**src/rtl/conv_operand_streamer_if.sv**
```systemverilog
// Signal bundle between the operand streamer, its two source memories and the device load port.
// master = streamer side, slave = memory/device side.
interface conv_operand_streamer_if #(
    parameter int DATA_WIDTH = 16,
    parameter int A_ADDR_W   = 14,
    parameter int B_ADDR_W   = 11
);
    logic                  start;
    logic                  busy;
    logic                  done;

    logic                  a_src_re;
    logic [A_ADDR_W-1:0]   a_src_addr;
    logic [DATA_WIDTH-1:0] a_src_rdata;
    logic                  b_src_re;
    logic [B_ADDR_W-1:0]   b_src_addr;
    logic [DATA_WIDTH-1:0] b_src_rdata;

    logic                  a_valid;
    logic                  a_ready;
    logic [DATA_WIDTH-1:0] a_data;
    logic                  b_valid;
    logic                  b_ready;
    logic [DATA_WIDTH-1:0] b_data;

    modport master (
        input  start, a_src_rdata, b_src_rdata, a_ready, b_ready,
        output busy, done, a_src_re, a_src_addr, b_src_re, b_src_addr,
               a_valid, a_data, b_valid, b_data
    );

    modport slave (
        output start, a_src_rdata, b_src_rdata, a_ready, b_ready,
        input  busy, done, a_src_re, a_src_addr, b_src_re, b_src_addr,
               a_valid, a_data, b_valid, b_data
    );
endinterface

```
**src/rtl/conv_operand_streamer.sv**
```systemverilog
// Streams the activation image and then the weight set from two 1-cycle-latency source
// memories to the convolution device over valid/ready handshakes, with a done pulse at the end.
module conv_operand_streamer #(
    parameter int DATA_WIDTH = 16,
    parameter int A_WORDS    = 16384,
    parameter int B_WORDS    = 1152,
    parameter int A_ADDR_W   = 14,
    parameter int B_ADDR_W   = 11
) (
    input  logic clk,
    input  logic arst_in,
    conv_operand_streamer_if.master bus
);
    // state  | meaning
    // IDLE   | waiting for start
    // SEND_A | reading and streaming activation words
    // SEND_B | reading and streaming weight words
    // DONE   | single-cycle completion pulse
    typedef enum logic [1:0] {
        IDLE   = 2'd0,
        SEND_A = 2'd1,
        SEND_B = 2'd2,
        DONE   = 2'd3
    } state_t;

    // One spare counter bit so a word count equal to 2^ADDR_W does not wrap.
    localparam int A_CW = A_ADDR_W + 1;
    localparam int B_CW = B_ADDR_W + 1;
    localparam logic [A_CW-1:0] A_COUNT = A_CW'(A_WORDS);
    localparam logic [A_CW-1:0] A_LAST  = A_CW'(A_WORDS - 1);
    localparam logic [B_CW-1:0] B_COUNT = B_CW'(B_WORDS);
    localparam logic [B_CW-1:0] B_LAST  = B_CW'(B_WORDS - 1);

    state_t state;
    logic   busy_q;
    logic   done_q;
    logic   enter_a;

    logic [A_CW-1:0]       a_issue;
    logic [A_CW-1:0]       a_sent;
    logic                  a_inflight;
    logic [DATA_WIDTH-1:0] a_mem [2];
    logic                  a_wr_ptr;
    logic                  a_rd_ptr;
    logic [1:0]            a_cnt;
    logic [2:0]            a_level;
    logic                  a_re;
    logic                  a_pop;

    logic [B_CW-1:0]       b_issue;
    logic [B_CW-1:0]       b_sent;
    logic                  b_inflight;
    logic [DATA_WIDTH-1:0] b_mem [2];
    logic                  b_wr_ptr;
    logic                  b_rd_ptr;
    logic [1:0]            b_cnt;
    logic [2:0]            b_level;
    logic                  b_re;
    logic                  b_pop;

    assign enter_a = (state == IDLE) && bus.start;

    // Room check counts buffered words plus the read still in flight, crediting a pop this cycle.
    assign a_pop   = (a_cnt != 2'd0) && bus.a_ready;
    assign a_level = 3'(a_cnt) + 3'(a_inflight) - 3'(a_pop);
    assign a_re    = (state == SEND_A) && (a_issue < A_COUNT) && (a_level < 3'd2);

    assign b_pop   = (b_cnt != 2'd0) && bus.b_ready;
    assign b_level = 3'(b_cnt) + 3'(b_inflight) - 3'(b_pop);
    assign b_re    = (state == SEND_B) && (b_issue < B_COUNT) && (b_level < 3'd2);

    assign bus.busy       = busy_q;
    assign bus.done       = done_q;
    assign bus.a_src_re   = a_re;
    assign bus.a_src_addr = a_issue[A_ADDR_W-1:0];
    assign bus.b_src_re   = b_re;
    assign bus.b_src_addr = b_issue[B_ADDR_W-1:0];
    assign bus.a_valid    = (a_cnt != 2'd0);
    assign bus.a_data     = a_mem[a_rd_ptr];
    assign bus.b_valid    = (b_cnt != 2'd0);
    assign bus.b_data     = b_mem[b_rd_ptr];

    always_ff @(posedge clk or posedge arst_in) begin
        if (arst_in) begin
            state  <= IDLE;
            busy_q <= 1'b0;
            done_q <= 1'b0;
        end else begin
            case (state)
                IDLE: begin
                    if (bus.start) begin
                        state  <= SEND_A;
                        busy_q <= 1'b1;
                    end
                end
                SEND_A: begin
                    if (a_pop && (a_sent == A_LAST)) begin
                        state <= SEND_B;
                    end
                end
                SEND_B: begin
                    if (b_pop && (b_sent == B_LAST)) begin
                        state  <= DONE;
                        done_q <= 1'b1;
                    end
                end
                DONE: begin
                    state  <= IDLE;
                    busy_q <= 1'b0;
                    done_q <= 1'b0;
                end
                default: begin
                    state  <= IDLE;
                    busy_q <= 1'b0;
                    done_q <= 1'b0;
                end
            endcase
        end
    end

    always_ff @(posedge clk or posedge arst_in) begin
        if (arst_in) begin
            a_issue    <= '0;
            a_sent     <= '0;
            a_inflight <= 1'b0;
            b_issue    <= '0;
            b_sent     <= '0;
            b_inflight <= 1'b0;
        end else begin
            if (enter_a) begin
                a_issue <= '0;
                a_sent  <= '0;
                b_issue <= '0;
                b_sent  <= '0;
            end else begin
                if (a_re)  a_issue <= a_issue + 1'b1;
                if (a_pop) a_sent  <= a_sent + 1'b1;
                if (b_re)  b_issue <= b_issue + 1'b1;
                if (b_pop) b_sent  <= b_sent + 1'b1;
            end
            a_inflight <= a_re;
            b_inflight <= b_re;
        end
    end

    // Two-entry buffers; the word read last cycle is captured straight from the source data bus.
    always_ff @(posedge clk or posedge arst_in) begin
        if (arst_in) begin
            a_mem[0] <= '0;
            a_mem[1] <= '0;
            a_wr_ptr <= 1'b0;
            a_rd_ptr <= 1'b0;
            a_cnt    <= 2'd0;
        end else begin
            if (a_inflight) begin
                a_mem[a_wr_ptr] <= bus.a_src_rdata;
                a_wr_ptr        <= ~a_wr_ptr;
            end
            if (a_pop) begin
                a_rd_ptr <= ~a_rd_ptr;
            end
            a_cnt <= a_cnt + 2'(a_inflight) - 2'(a_pop);
        end
    end

    always_ff @(posedge clk or posedge arst_in) begin
        if (arst_in) begin
            b_mem[0] <= '0;
            b_mem[1] <= '0;
            b_wr_ptr <= 1'b0;
            b_rd_ptr <= 1'b0;
            b_cnt    <= 2'd0;
        end else begin
            if (b_inflight) begin
                b_mem[b_wr_ptr] <= bus.b_src_rdata;
                b_wr_ptr        <= ~b_wr_ptr;
            end
            if (b_pop) begin
                b_rd_ptr <= ~b_rd_ptr;
            end
            b_cnt <= b_cnt + 2'(b_inflight) - 2'(b_pop);
        end
    end

endmodule

```
**src/flat_wrapper.sv**
```systemverilog
// flat-port wrapper written by rule: the top's interface ports become plain ports
module conv_operand_streamer_flat 
#(
    parameter int DATA_WIDTH = 16,
    parameter int A_WORDS    = 16384,
    parameter int B_WORDS    = 1152,
    parameter int A_ADDR_W   = 14,
    parameter int B_ADDR_W   = 11
)
  (clk, arst_in, bus_start, bus_a_src_rdata, bus_b_src_rdata, bus_a_ready, bus_b_ready, bus_busy, bus_done, bus_a_src_re, bus_a_src_addr, bus_b_src_re, bus_b_src_addr, bus_a_valid, bus_a_data, bus_b_valid, bus_b_data);
  conv_operand_streamer_if #(.DATA_WIDTH(DATA_WIDTH), .A_ADDR_W(A_ADDR_W), .B_ADDR_W(B_ADDR_W)) bus_i ();
  input  logic clk;
  input  logic arst_in;
  input wire logic [$bits(bus_i.start)-1:0] bus_start;
  input wire logic [$bits(bus_i.a_src_rdata)-1:0] bus_a_src_rdata;
  input wire logic [$bits(bus_i.b_src_rdata)-1:0] bus_b_src_rdata;
  input wire logic [$bits(bus_i.a_ready)-1:0] bus_a_ready;
  input wire logic [$bits(bus_i.b_ready)-1:0] bus_b_ready;
  output wire logic [$bits(bus_i.busy)-1:0] bus_busy;
  output wire logic [$bits(bus_i.done)-1:0] bus_done;
  output wire logic [$bits(bus_i.a_src_re)-1:0] bus_a_src_re;
  output wire logic [$bits(bus_i.a_src_addr)-1:0] bus_a_src_addr;
  output wire logic [$bits(bus_i.b_src_re)-1:0] bus_b_src_re;
  output wire logic [$bits(bus_i.b_src_addr)-1:0] bus_b_src_addr;
  output wire logic [$bits(bus_i.a_valid)-1:0] bus_a_valid;
  output wire logic [$bits(bus_i.a_data)-1:0] bus_a_data;
  output wire logic [$bits(bus_i.b_valid)-1:0] bus_b_valid;
  output wire logic [$bits(bus_i.b_data)-1:0] bus_b_data;
  assign bus_i.start = bus_start;
  assign bus_i.a_src_rdata = bus_a_src_rdata;
  assign bus_i.b_src_rdata = bus_b_src_rdata;
  assign bus_i.a_ready = bus_a_ready;
  assign bus_i.b_ready = bus_b_ready;
  assign bus_busy = bus_i.busy;
  assign bus_done = bus_i.done;
  assign bus_a_src_re = bus_i.a_src_re;
  assign bus_a_src_addr = bus_i.a_src_addr;
  assign bus_b_src_re = bus_i.b_src_re;
  assign bus_b_src_addr = bus_i.b_src_addr;
  assign bus_a_valid = bus_i.a_valid;
  assign bus_a_data = bus_i.a_data;
  assign bus_b_valid = bus_i.b_valid;
  assign bus_b_data = bus_i.b_data;
  conv_operand_streamer #(.DATA_WIDTH(DATA_WIDTH), .A_WORDS(A_WORDS), .B_WORDS(B_WORDS), .A_ADDR_W(A_ADDR_W), .B_ADDR_W(B_ADDR_W)) u_core (.clk(clk), .arst_in(arst_in), .bus(bus_i));
endmodule
```
**config.mk**
```make
export PLATFORM = sky130hd
export DESIGN_NAME = conv_operand_streamer_flat
export DESIGN_NICKNAME = d
export VERILOG_FILES = /design/src/rtl/conv_operand_streamer_if.sv /design/src/rtl/conv_operand_streamer.sv /design/src/flat_wrapper.sv
export SDC_FILE = /design/constraint.sdc
export NUM_CORES = 1
export LEC_CHECK = 0
export ABC_AREA = 1
export ABC_CLOCK_PERIOD_IN_PS = 11000
export CAP_MARGIN = 10
export CORE_ASPECT_RATIO = 0.5
export CORE_MARGIN = 1
export CORE_UTILIZATION = 55
export CTS_CLUSTER_DIAMETER = 100
export DETAILED_ROUTE_END_ITERATION = 12
export GPL_ROUTABILITY_DRIVEN = 0
export PLACE_DENSITY_LB_ADDON = 0.15
export SKIP_LAST_GASP = 1
export SYNTH_ARGS = -nofsm -noshare
export SYNTH_HDL_FRONTEND = slang
export SYNTH_SLANG_ARGS = --single-unit
```
**constraint.sdc**
```tcl
create_clock -name clk -period 11 [get_ports clk]
set_clock_uncertainty 0.2 [all_clocks]
set_input_delay 2.2 -clock clk [delete_from_list [all_inputs] [get_ports clk]]
set_output_delay 2.2 -clock clk [all_outputs]
set_load 0.03 [all_outputs]
```
Word level (Yosys, flattened, before mapping):

Cells that the tools add are included.

* output and inout bits: 63
* bits in latches: 0
* bits of input ports: 37
* memory bits (writable): 0
* memories kept: 0
* memory bits (read-only): 0
* word-level logic and storage cells: 108
* register bits: 132

* bitwise operators: 8
* divide/modulo/power cells: 0
* equality and inequality tests: 8
* muxes and demuxes: 28
* shift operators: 0
* add/sub/neg operators: 12
* multiply operators: 0
* reductions and logical operators: 23
* order comparisons: 10

Operator list (number)
* 16-bit 2-to-1 mux: 8
* 32-bit bitwise mux: 2
* 15-bit 2-to-1 mux: 4
* 12-bit 2-to-1 mux: 4
* 16-bit demux with 1-bit select: 2
* 15-bit by 1-bit adder with 15-bit output, second input constant: 2
* 12-bit by 1-bit adder with 12-bit output, second input constant: 2
* 2-bit nonzero test: 8
* 15-bit by 14-bit equality test with 1-bit output, second input constant: 1
* 15-bit less-than comparator, second input constant: 1
* 12-bit by 11-bit equality test with 1-bit output, second input constant: 1
* 12-bit by 11-bit less-than comparator with 1-bit output, second input constant: 1
* 1-bit logical AND: 11
* 2-bit >= comparator, second input constant: 4
* 1-bit NOT with 2-bit output: 4
* 2-bit case mux with 4 select lines: 1
* 2-bit by 1-bit adder with 3-bit output: 2
* 3-bit by 2-bit less-than comparator with 1-bit output, second input constant: 2
* 2-bit 2-to-1 mux: 3
* 2-bit != test, second input constant: 3
* 3-bit by 1-bit subtractor with 3-bit output: 2
* 2-bit by 1-bit adder with 2-bit output: 2
* 2-bit equality test, second input constant: 2
* 2-bit by 1-bit less-than comparator with 1-bit output, second input constant: 2
* other kinds (8): 15

Depth between registers and ports, before layout:

Gate-level depths: netlist of run 1.

* depth after elaboration: 7
* depth in mapped cells: 16
* mapped depth without buffers: 16

Worst setup path before layout of run 1:

Ideal clock, no wire load.

* kind: input-to-output
* from: input port bus_b_ready
* to: output port bus_b_src_re
* path slack: 4.735 ns
* buffers on the path: 0
* stages on the path: 11
* data arrival time: 3.865 ns
* cell sequence: nand2_4 inv_2 ha_1 inv_1 ha_1 fa_1 nor2_1 nand2_1 nor2_1 nand2_2 inv_4

* cells in the longest elaborated chain, start to end: 4

Ends and longest elaborated chain
* from (decl): line flat_wrapper.sv:18 `input wire logic [$bits(bus_i.b_ready)-1:0] bus_b_ready;`
* 1-bit logical AND: line conv_operand_streamer.sv:68 `assign b_pop = (b_cnt != 2'd0) && bus.b_ready;`
* named net u_core.b_pop: line conv_operand_streamer.sv:59 `logic b_pop;`
* 3-bit by 1-bit subtractor with 3-bit output: line conv_operand_streamer.sv:69 `assign b_level = 3'(b_cnt) + 3'(b_inflight) - 3'(b_pop);`
* named net u_core.b_level[1]: line conv_operand_streamer.sv:57 `logic [2:0] b_level;`
* 3-bit by 2-bit less-than comparator with 1-bit output: line conv_operand_streamer.sv:70 `assign b_re = (state == SEND_B) && (b_issue < B_COUNT) && (b_level < 3'd2);`
* 1-bit logical AND: line conv_operand_streamer.sv:70
* to (decl): line flat_wrapper.sv:23 `output wire logic [$bits(bus_i.b_src_re)-1:0] bus_b_src_re;`

The timed path passes the listed nets, and every way through them passes these cells.

Worst setup path after layout of run 1:

Same ends and word-level chain as after synthesis.

==> results.cfg, run 1 <==
[sta]
slew_violations = 0
final-hold-violation-count = 0
slew-limit-headroom_pct = 31.5
setup_repair_after_global_routing_missed_its_margin = false
fmax_mhz = 131
worst_hold_margin_ps = 285
min_period_over_period_pct = 69.3
setup_tns_ps = 0
actual_transition_at_the_worst_max_transition_pin_ps = 1030
finalSetupViolCount = 0
min_period_ps = 7630
finalWorstSetupSlack_ps = 3370

[route]
detail_route.first_pass.iterations = 6
wl_per_cell_um = 13.5
route.final.wire_length_mm = 15.1
detail_route.drc_violations = 0
vias = 5788
via_per_inst = 5.19
initialDrtViolationCount = 409
detail-route-antenna-nets = 0

[synth]
netlist_top_cells_area = dfrtp_1, nand2_1, o21ai_0
postSynthRegisterBits = 132
netlist_top_cells_count = nand2_1, dfrtp_1, inv_1
synthMuxAreaShare_pct = 0
leading_register_cell_type_out_of_synthesis = dfrtp_1
number_of_flops_mapped_to_enable_cells_by_yosys = 0
synthesis.instances = 868
yosysUniqueCellTypes = 36
synth_async_sr_flop_share_pct = 100
synth-adder-area-share_pct = 2.81
synth_simple_gate_area_share_pct = 28.0
ys_warn_count = 0
netlist.top_cell.by_area = dfrtp_1
syn-num-nets = 919
synth_area_in_compound_gates_pct = 9.35
synth_top_family_by_area = simple AND/OR/NAND/NOR gates
post_synth_instance_area_um2 = 6770
yosys.area_share.xor_xnor_pct = 0.776
syn-mean-instance-area_um2 = 7.80
most_instantiated_library_cell_after_synthesis = nand2_1
synthDominantCellAreaShare_pct = 48.8
synth.yosys.seq_area_share_pct = 48.8

[floorplan]
core_area_um2 = 11900
die_h_um = 80.5
fp-row-count = 28
area_of_the_die_um2 = 12800
ios = 100
die_width_um = 159
initial_utilization_pct = 56.9

[grt]
grt_util_all_layers_pct = 25.5
grt_antenna_before_repair = 0
grt_overflow_total = 0
grt_max_degree = 77
grt_first_pass_wirelength_mm = 25.6
grt_pass1_vias = 5327

[pwr]
powerDensity_nw_per_um2 = 280
seq_power_share_pct = 33.5
p_int_mw = 1.37
clockPowerShare_pct = 25.0
total_switching_power_uw = 949
p_leak_nw = 3.96
p_sw_share_pct = 40.9
vdd_drop_max_mv = 0.195
pwr-share-comb_pct = 41.5

[worst_setup_path]
critical_path_required_ps = 8600
crit_fanout = 9
worst-r2r-cell-count = 16
cp_slowest_cell = clkdlybuf4s50_1
timing_worst_setup_path_type = input pin to output pin
worst_setup_path_start_kind = input pin
arrival_ps = 5230
cp_cell_sequence = clkdlybuf4s50_1, nand2_4, inv_2, ha_1, inv_1, ha_1, fa_1, nor2_1, nand2_1, nor2_1, nand2_2, inv_4, clkdlybuf4s50_1
cp-end-kind = output pin
critPathMaxStageDelay_ps = 680

[cells_and_area]
fillCellCount = 993
area.sequential_um2 = 3300
area_growth_syn_to_layout_pct = 22.4
layout-drive-gt1-share_pct = 6.42
multiInputGateArea_um2 = 2770
fin_cells = 1115
total_inserted_antenna_cells = 0
finalCoreUtilization_pct = 69.6
nets = 988

[run]
cap_viol_max_count = 0

[cts]
clock_tree.htree_level_count = 4
worst_setup_hold_path_clk_slew_ps = 60
ctsResizeCount = 0
cts_post_setup_buffers_inserted = 0
clock_sink_count = 132
ctsHoldBuffers = 0
cts-buffers-inserted = 17
buffer_type_at_the_clock_tree_root = clkbuf_16
cts_tree = yes
max-clock-path-buffers = 2
clock_latency_ps = 410

[placed_design]
dp_slack_ps = 3400
port_buffers = 99
place_hpwl_mm = 9.89
post-place-cells = 1083

[worst_hold_path]
holdPathStages = 2
min-delay-path-class = register to register

[run_status]
status = completed
kinds of logic (layout without fill, tap and decap cells):
logic type | after synthesis | in the layout
AO/OA/AOI/OAI | 125 | 125
XOR/XNOR | 6 | 6
adder cells (fa/ha/maj) | 14 | 14
buffers and inverters | 156 | 238
flip-flops | 132 | 132
AND/OR/NAND/NOR | 435 | 435
registers in the layout, summed over array words and instances, names as in the netlist, 2 cells and up:
register        cells
u_core.state        2
u_core.a_cnt        2
u_core.b_sent      12
u_core.b_mem       32
u_core.a_mem       32
u_core.b_issue     12
u_core.b_cnt        2
u_core.a_issue     15
u_core.a_sent      15
metal layers:
| layer | track usage, % | routed length [um] | up-vias |
|---|---|---|---|
| met4 | 8.94 | 188 | 0 |
| met5 | 0 | 0 | - |
| met2 | 40.2 | 6820 | 167 |
| met3 | 5.58 | 816 | 24 |
| li1 | - | - | 2874 |
| met1 | 35.0 | 7250 | 2723 |
path summary, 6_finish.rpt:
kind	slack, ps	to	startpoint
setup / recovery	3370	bus_b_src_re	bus_b_ready
hold / removal	280	u_core.b_mem[25]$_DFFE_PP0P_	u_core.b_mem[25]$_DFFE_PP0P_
setup reg to reg	8020	u_core.b_issue[4]$_DFFE_PP0P_	u_core.b_cnt[1]$_DFF_PP0_
hold reg to reg	280	u_core.b_mem[25]$_DFFE_PP0P_	u_core.b_mem[25]$_DFFE_PP0P_
max in group asynchronous	7140	u_core.b_issue[8]$_DFFE_PP0P_	arst_in
min in group asynchronous	2040	u_core.a_mem[15]$_DFFE_PP0P_	arst_in
worst max-delay path: cells and delay by family:
kind / cells / cell delay [ps]
buf+inv: 5 / 1400
fa+ha+maj: 3 / 950
simple gates: 5 / 670
cell type report:
cell class / instances / share of cell area, %
multi-input cells: 580 / 33.4
flip-flops and latches: 132 / 39.8
repair buffers: 101 / 12.1
clock inverters: 14 / 2.13
clock buffers: 18 / 5.18
well taps: 165 / 2.49
inverters: 105 / 4.83
power by group through the flow:
stage / Combinational, mW / Sequential, mW / Clock, mW
5_1_grt: 1.07 / 0.799 / 0.612
2_1_floorplan: 0.670 / 0.737 / 0
3_5_place_dp: 0.963 / 0.779 / 0
3_3_place_gp: 0.942 / 0.772 / 0
4_1_cts: 0.971 / 0.775 / 0.592
6_report: 0.963 / 0.776 / 0.581
stage by stage:
step,total power [mW],area (um2)
3_3_place_gp,1.71,7690
2_1_floorplan,1.41,6770
5_1_grt,2.48,8290
3_5_place_dp,1.74,7690
4_1_cts,2.34,8290
6_report,2.32,8290
placed cells by master, fill, tap and decap left out, types with 2 or more instances in the layout:
master / count
or2_1: 2
dfrtp_1: 132
fa_1: 2
a21oi_1: 20
clkbuf_16: 17
nand4_1: 25
clkdlybuf4s50_1: 99
inv_2: 5
clkinv_1: 2
clkinv_2: 4
nor2_4: 5
nand2_2: 6
ha_1: 12
clkinv_4: 3
inv_1: 95
nand2_4: 2
nor3_1: 17
xor2_1: 5
nor2_2: 2
o21bai_1: 2
nor2_1: 56
o21ai_0: 93
inv_6: 3
buf_4: 2
bufinv_16: 3
o21ai_1: 9
nand3_1: 38
inv_4: 2
nand2_1: 275
No activity file was read; power rests on OpenSTA's default activity.
==> run 2: changes to the inputs <==
ABC_CLOCK_PERIOD_IN_PS = 6700   (was 11000)
CORE_UTILIZATION = 49   (was 55)
clock period = 6.7 ns   (was 11 ns; I/O delays follow)
==> run 2 against run 1 <==
Against the previous run:
- sequential power up 64%
- flip-flop and latch count unchanged
- clock-buffer cell count down 1
- critical endpoint unchanged
- register-to-register slack worse by 4300 ps
- first-iteration DRC count up 5.4%
- routed wire length down 1.5%
- critical path depth unchanged
- largest cell class unchanged
- cell area up 0.24%
- largest power group unchanged
- utilization down 6.0 points
==> results.cfg, run 2 (synthesis gave the netlist of run 1 again) <==
[cts]
clock_tree.htree_level_count = 4
clock_sink_count = 132
ctsResizeCount = 0
ctsHoldBuffers = 0
buffer_type_at_the_clock_tree_root = clkbuf_16
max-clock-path-buffers = 2
clock_latency_ps = 410
cts-buffers-inserted = 17
worst_setup_hold_path_clk_slew_ps = 70
cts_tree = yes
cts_post_setup_buffers_inserted = 0

[worst_setup_path]
cp_cell_sequence = clkdlybuf4s50_1, nand2_4, inv_2, ha_1, inv_1, ha_1, fa_1, nor2_1, nand2_1, nor2_1, nand2_2, inv_4, clkdlybuf4s50_1
crit_fanout = 9
timing_worst_setup_path_type = input pin to output pin
critPathMaxStageDelay_ps = 680
timing.rr.end = u_core.b_issue[4]$_DFFE_PP0P_
arrival_ps = 4390
cp-end-kind = output pin
cp_slowest_cell = clkdlybuf4s50_1
crit_path_start = bus_b_ready
reg2reg_setup_slack_ps = 3690
worst-r2r-cell-count = 16
crit_path_end = bus_b_src_re
critical_path_required_ps = 5160
rr_startpoint = u_core.b_cnt[1]$_DFF_PP0_
worst_setup_path_start_kind = input pin

[cells_and_area]
fillCellCount = 1100
finalCoreUtilization_pct = 63.6
layout.cells.most_common_list = nand2_1, dfrtp_1, clkdlybuf4s50_1
leading_registers_by_flop_count = u_core.a_mem: 32 flops, u_core.b_mem: 32 flops
layout-drive-gt1-share_pct = 6.53
nets = 988
layout_commonest_cell = nand2_1
fin_cells = 1120
total_inserted_antenna_cells = 0
finished_layout_cell_area_um2 = 8310
area_growth_syn_to_layout_pct = 22.7

[sta]
setup_tns_ps = 0
actual_transition_at_the_worst_max_transition_pin_ps = 1020
finalSetupViolCount = 0
min_period_ps = 5930
fmax_mhz = 169
final-hold-violation-count = 0
min_period_over_period_pct = 88.5
setup_repair_after_global_routing_missed_its_margin = false
slew_violations = 0
slew-limit-headroom_pct = 31.9

[grt]
grt_pass1_vias = 5339
grt_overflow_total = 0
grt_first_pass_wirelength_mm = 25.6
grt_util_all_layers_pct = 22.5
grt_max_degree = 69
grt_antenna_before_repair = 0

[placed_design]
post-place-cells = 1088
port_buffers = 99
place_hpwl_mm = 10.1
dpl-instance-area_um2 = 7690

[run_status]
status = completed

[pwr]
p_sw_share_pct = 41.0
pwr-share-comb_pct = 41.2
clockPowerShare_pct = 25.5
p_leak_nw = 3.96
seq_power_share_pct = 33.3
vdd_drop_max_mv = 0.203
p_int_mw = 2.26
powerDensity_nw_per_um2 = 461
total_switching_power_mw = 1.57

[route]
vias = 5702
met2_wirelength_mm = 6.66
wl_per_cell_um = 13.3
initialDrtViolationCount = 431
detailroute.wirelength.met3_um = 743
route.final.wire_length_mm = 14.9
detail_route.first_pass.iterations = 6
wirelength_met1_mm = 7.36
detail-route-antenna-nets = 0
detail_route.drc_violations = 0
via_per_inst = 5.09
highest-signal-layer = met4

[floorplan]
die_width_um = 168
core_area_um2 = 13100
area_of_the_die_um2 = 14300
die_h_um = 85.1
ios = 100
initial_utilization_pct = 51.8
fp-row-count = 29

[worst_hold_path]
min-delay-path-class = register to register
timing.hold.worst.start = u_core.a_mem[13]$_DFFE_PP0P_

[run]
cap_viol_max_count = 0
[run 2: cell count changes in the layout (fill, tap and decap cells not counted), sizes merged]
cell / previous run / this run
clkinv: 9 / 5
clkinvlp: 1 / 2
inv: 106 / 110
clkbuf: 18 / 17
[run 2: metrics by stage]
stage | power (mW) | worst slack [ps] | hold slack [ps]
2_1_floorplan | 2.31 | 1630 | 253
4_1_cts | 3.86 | 748 | 289
3_3_place_gp | 2.82 | 793 | 265
6_report | 3.83 | 768 | 284
5_1_grt | 4.10 | 589 | 300
3_5_place_dp | 2.87 | 757 | 273
[run 2: how the worst min path moves through the flow]
stage | to | slack (ps) | cells past startpoint
after floorplan | u_core.a_mem[0]$_DFFE_PP0P_ | 250 | 2
final | u_core.a_mem[13]$_DFFE_PP0P_ | 280 | 2
after CTS | u_core.b_mem[19]$_DFFE_PP0P_ | 290 | 2
after detailed placement | u_core.a_mem[13]$_DFFE_PP0P_ | 270 | 2
after global routing | u_core.a_mem[13]$_DFFE_PP0P_ | 300 | 2
after global placement | u_core.b_mem[5]$_DFFE_PP0P_ | 270 | 2
[run 2: power groups by stage]
| stage | registers, mW | logic [mW] | clock network [mW] |
|---|---|---|---|
| 2_1_floorplan | 1.21 | 1.10 | 0 |
| 3_3_place_gp | 1.27 | 1.55 | 0 |
| 3_5_place_dp | 1.28 | 1.58 | 0 |
| 4_1_cts | 1.27 | 1.59 | 0.996 |
| 5_1_grt | 1.31 | 1.76 | 1.03 |
| 6_report | 1.27 | 1.58 | 0.977 |
[run 2: cell type report]
class	instances	area, um2	share of cell area (%)
Timing Repair Buffer	101	1010	12.1
Sequential cell	132	3300	39.7
Clock inverter	15	194	2.33
Clock buffer	17	425	5.12
Inverter	105	400	4.82
Tap cell	170	213	2.56
Multi-Input combinational cell	580	2770	33.3
[run 2: critical path: cells and delay by family]
kind	cells	cell delay, ps
adders and majority gates	3	960
buffers and inverters	5	1390
and+or+nand+nor	5	710
[run 2: per-layer routing]
layer / GRT usage (%) / vias up
met5: 0 / -
li1: - / 2880
met2: 34.7 / 142
met3: 5.18 / 9
met4: 6.03 / 0
met1: 32.0 / 2671
==> variant 1: new RTL, config.mk and constraints of run 1 <==
`DATA_WIDTH` is set to 16 in 3 places; all go to 18.
--- a/src/rtl/conv_operand_streamer_if.sv
+++ b/src/rtl/conv_operand_streamer_if.sv
@@ -2,5 +2,5 @@
 // master = streamer side, slave = memory/device side.
 interface conv_operand_streamer_if #(
-    parameter int DATA_WIDTH = 16,
+    parameter int DATA_WIDTH = 18,
     parameter int A_ADDR_W   = 14,
     parameter int B_ADDR_W   = 11
--- a/src/rtl/conv_operand_streamer.sv
+++ b/src/rtl/conv_operand_streamer.sv
@@ -2,5 +2,5 @@
 // memories to the convolution device over valid/ready handshakes, with a done pulse at the end.
 module conv_operand_streamer #(
-    parameter int DATA_WIDTH = 16,
+    parameter int DATA_WIDTH = 18,
     parameter int A_WORDS    = 16384,
     parameter int B_WORDS    = 1152,
--- a/src/flat_wrapper.sv
+++ b/src/flat_wrapper.sv
@@ -2,5 +2,5 @@
 module conv_operand_streamer_flat 
 #(
-    parameter int DATA_WIDTH = 16,
+    parameter int DATA_WIDTH = 18,
     parameter int A_WORDS    = 16384,
     parameter int B_WORDS    = 1152,
Interface: changed (resized bus_a_data, bus_a_src_rdata, bus_b_data and bus_b_src_rdata); port bits go from 100 to 108. The function was not compared with the original's and may differ.
==> variant 1 against run 1 <==
- synthesized area grew 4.5%
- design area grew 4.3%
- final cell count rose by 4.0%
- setup slack better by 0.086 ns
- wire length grew 0.66%
- sequential cell count grew 8
- total power grew 5.5%
- clock power is 6.4% lower
==> variant 1: results (changes against run 1) <==
Power
  – Seq group: 0.000829 W (+6.8%)
  – Sw Ratio: 42.0% (+1.1 points)

STA
  – Min Tclk post-route: 7.54 ns (-0.0857 ns)
  – Slew margin rel.: 28.7% (-2.8 points)
  – Hold WS: 0.284 ns (-0.000576 ns)

Global routing
  – Routing usage on met1: 33.9% (-1.2 points)
  – Gr usage total: 24.2% (-1.3 points)
  – Met2 Usage GRT: 38.3% (-1.9 points)
  – Global-route wire length before repair: 25300 µm (-1.2%)
  – Routing usage on met3: 4.20% (-1.4 points)
  – Vias in the first global route: 5372 (+0.84%)

Detailed routing
  – Met2 WL post-DR: 6910 µm (+1.3%)
  – Met1 wire length: 7290 µm (+0.48%)
  – Met3 wire length: 834 µm (+2.2%)
  – TritonRoute pass-1 iters: 5 (-1)
  – Iter 0 DRT Violations: 427 (+4.4%)

Final layout
  – Multi-input gate area: 0.00286 mm² (+3.1%)
  – #MultiIn Comb: 603 (+4.0%)
  – Largest regs: u_core.a_mem x36, u_core.b_mem x36
  – Non-filler cells, final: 1160 (+4.0%)
  – # nets final: 1037 (+5.0%)
  – Area growth from synthesis to layout: 22.2%
  – Seq area share: 40.5% (+0.67 points)
  – FFs & Latches: 140 (+6.1%)
  – Signal buf overhead: 12.7% (+0.60 points)

Yosys
  – Synth area leaders: dfrtp_1 50%, nand2_1 15%, inv_1 4.7%
  – XOR/XNOR Fraction of Synth Area: 0.990% (+0.21 points)
  – Synth Area in Compound Gates: 9.48% (+0.13 points)
  – Top cells by count, synth: 290 x nand2_1, 140 x dfrtp_1, 88 x inv_1
  – Sequential fraction of the synthesis area: 49.5% (+0.73 points)

Placement
  – IO Port Bufs: 107 (+8.1%)
  – Hpwl dp: 9910 µm (+0.21%)
  – DP Cell Count: 1128 (+4.2%)
  – Placed Area: 0.00808 mm² (+5.2%)

Critical path
  – FF-to-FF setup slack: 8.12 ns (+0.10 ns)

Status
  – Status: finished clean
==> variant 1: cell types whose count changed after synthesis, moves of 3 or more <==
| cell | run 1 | this run |
|---|---|---|
| dfrtp_1 | 132 | 140 |
| o21ai_0 | 93 | 46 |
| inv_2 | 5 | 18 |
| nor3_1 | 17 | 14 |
| buf_1 | 0 | 4 |
| nand2_1 | 275 | 290 |
| nand4_1 | 25 | 21 |
| clkbuf_1 | 13 | 10 |
| nor2_2 | 2 | 5 |
| o21ai_1 | 9 | 60 |
| inv_1 | 96 | 88 |
==> variant 1: final timing paths <==
check                             startpoint                 end  cells past startpoint
max in group asynchronous            arst_in  u_core.a_issue[14]                      3
max reg2reg                  u_core.b_cnt[1]   u_core.b_issue[9]                     16
min reg2reg                u_core.b_sent[10]   u_core.b_sent[10]                      2
min                        u_core.b_sent[10]   u_core.b_sent[10]                      2
max                              bus_b_ready        bus_b_src_re                     13
min in group asynchronous            arst_in     u_core.b_mem[4]                      2
==> variant 2: new RTL, flow settings as in run 1 <==
Without the edit above. Re-encode `state_t` (4 states) as one-hot, 4 bits wide.
--- a/src/rtl/conv_operand_streamer.sv
+++ b/src/rtl/conv_operand_streamer.sv
@@ -17,9 +17,9 @@
     // SEND_B | reading and streaming weight words
     // DONE   | single-cycle completion pulse
-    typedef enum logic [1:0] {
-        IDLE   = 2'd0,
-        SEND_A = 2'd1,
-        SEND_B = 2'd2,
-        DONE   = 2'd3
+    typedef enum logic [3:0] {
+        IDLE   = 4'b0001,
+        SEND_A = 4'b0010,
+        SEND_B = 4'b0100,
+        DONE   = 4'b1000
     } state_t;
 
Behaviour: no difference found for any inputs over 10 cycles, from zero or initial values and one cycle with arst_in high; not proved beyond that.
==> variant 2 against run 1 <==
- total power fell by 4.2%
- register-to-register slack worse by 0.08 ns
- synthesized area increased by 4.1%
- design area increased by 2.2%
- combinational power down 5.4%
- setup slack lost 0.18 ns
- sequential cell count grew 2
- final cell count increased by 5.0%
- wire length is 4.0% higher
- critical path type unchanged
- critical endpoint unchanged
- largest cell class unchanged
- highest routed layer unchanged
==> variant 2: results (changes against run 1) <==
Global routing
  – Routing usage on met3: 4.85% (-0.73 points)
  – Initial antenna violation count: 0 (unchanged)
  – Vias in the first global route: 5600 (+5.1%)
  – Pin count of the biggest net entering global routing: 80 (+3.9%)
  – Routing usage on met1: 33.8% (-1.2 points)
  – Met2 Usage GRT: 41.1% (+0.85 points)
  – Global-route wire length before repair: 25800 µm (+0.94%)
  – Gr usage total: 25.0% (-0.50 points)

Yosys
  – Synth unique cells: 36 (unchanged)
  – Synth area leaders: dfrtp_1 47%, nand2_1 16%, inv_1 5.7%
  – Share of flip-flops with an asynchronous set or reset: 100% (unchanged)
  – Synth Area per Inst: 7.60 µm² (-2.6%)
  – Synth Flop Type: dfrtp_1
  – Top cells by count, synth: 309 x nand2_1, 133 x dfrtp_1, 107 x inv_1
  – Yosys warning count: 0 (unchanged)
  – Syn Nets: 975 (+6.1%)
  – Sequential fraction of the synthesis area: 47.6% (-1.2 points)

Critical path
  – CP max-delay cell: clkdlybuf4s50_1
  – FF-to-FF setup slack: 7.94 ns (-0.08 ns)
  – CP Capture Type: output pin
  – R2r worst-path depth: 15 (-1)
  – Critical Path AT: 5.40 ns (+0.17 ns)
  – R2r endpoint: u_core.b_issue[1]
  – Reg2reg start: u_core.b_cnt[1]
  – Critical Path End: bus_b_src_re
  – CP Launch Point: bus_b_ready
  – Top delay family on crit path: buffers and inverters
  – Critical path's largest stage delay: 0.70 ns (+0.02 ns)
  – CP Max Fanout: 8 (-1)

CTS
  – Clk_lat worst skew: 0.42 ns
  – H-tree levels: 4 (unchanged)
  – Postcts setup bufs: 0 (unchanged)
  – Clock buffer depth: 2 (unchanged)
  – CTS Buf Count: 17 (unchanged)
  – Clock root buffer: clkbuf_16

Placement
  – Hpwl dp: 10200 µm (+3.1%)
  – Placed Area: 0.00789 mm² (+2.6%)
  – DP Cell Count: 1139 (+5.2%)
  – IO Port Bufs: 99 (unchanged)

Final layout
  – Diodes inserted: 0 (unchanged)
  – Non-filler cells, final: 1171 (+5.0%)
  – # nets final: 1040 (+5.3%)
  – Proportion of layout cells with a drive suffix above 1: 6.36% (-0.059 points)
  – Largest regs: u_core.a_mem x32, u_core.b_mem x32
  – Filler Cells Inserted: 997 (+0.40%)

Status
  – Status: finished clean

Power
  – Leak: 4.26 nW (+7.7%)
  – VDD IR max: 0.000202 V (+3.8%)

STA
  – Slew margin rel.: 35.0% (+3.5 points)

Hold path
  – Hold Crit Class: flip-flop to flip-flop
  – Hold Path Stages: 2 (unchanged)

Detailed routing
  – Routed WL: 15700 µm (+4.0%)
  – Avg Vias per Cell: 5.21 (+0.38%)
  – TritonRoute pass-1 iters: 5 (-1)
  – Iter 0 DRT Violations: 456 (+11%)
variant 2: changes by cell type in the layout (fill, tap and decap cells not counted), moves of 6 or more:
cell            run 1  this run
nand2_1           275       309
nor2_1             56        82
o21ai_0            93        68
inv_1              95       106
o21ai_1             9        20
nor3_1             17         9
nand3_1            38        44
variant 2: worst reg2reg max path, stage by stage, from the launching register on:
cell and delay (ns):
dfrtp_1 0.39, inv_2 0.09, nand2_2 0.07, nand2_4 0.11, clkinv_1 0.20, ha_1 0.35, inv_1 0.04, ha_1 0.20
fa_1 0.50, nor2_1 0.12, nand3_1 0.14, nor2_4 0.17, nand2_2 0.08, inv_1 0.13, o21ai_1 0.07, nor2_1 0.13
variant 2: cell families after synthesis:
logic type      Yosys count  synth area share [%]
xor+xnor                  5                 0.621
flops                   134                  47.6
compound gates          112                  8.24
buf+inv                 168                  11.3
simple gates            499                  30.2
fa+ha+maj                10                  1.99
variant 2: per-layer routing:
metal | vias to the layer above | share of wire, %
met4 | 0 | 1.0
met5 | - | 0
li1 | 3037 | -
met3 | 19 | 5.6
met1 | 2872 | 48
met2 | 174 | 45
variant 2: where the power goes:
part / leakage, nW / switching [W] / internal (W) / total, W
clock network: 0.282 / 0.000231 / 0.000339 / 0.000570
registers: 1.60 / 0.000108 / 0.000635 / 0.000743
logic: 2.38 / 0.000569 / 0.000342 / 0.000911
total: 4.26 / 0.000908 / 0.00132 / 0.00222
variant 2: metrics by stage:
stage / utilization, % / setup WS (ns)
2_1_floorplan: - / 4.45
4_1_cts: 69.7 / 3.17
3_3_place_gp: 64.9 / 3.27
5_1_grt: 69.7 / 3.00
3_5_place_dp: 64.9 / 3.17
6_report: 69.7 / 3.20
variant 2: cell type report:
class | instances | area (µm²) | area share [%]
sequential | 134 | 3350 | 39.6
multi-input combinational | 626 | 2900 | 34.2
timing repair buffer | 100 | 998 | 11.8
inverter | 114 | 430 | 5.08
clock buffer | 17 | 425 | 5.02
tap | 165 | 206 | 2.44
clock inverter | 15 | 166 | 1.96
variant 2: worst min-delay path by stage:
stage,startpoint,endpoint,slack [ns]
final,u_core.a_mem[28],u_core.a_mem[28],0.28
after global routing,u_core.a_mem[9],u_core.a_mem[9],0.31
after CTS,u_core.b_mem[3],u_core.b_mem[3],0.29
after detailed placement,u_core.a_mem[5],u_core.a_mem[5],0.27
after global placement,u_core.b_mem[21],u_core.b_mem[21],0.27
after floorplan,u_core.a_mem[0],u_core.a_mem[0],0.25
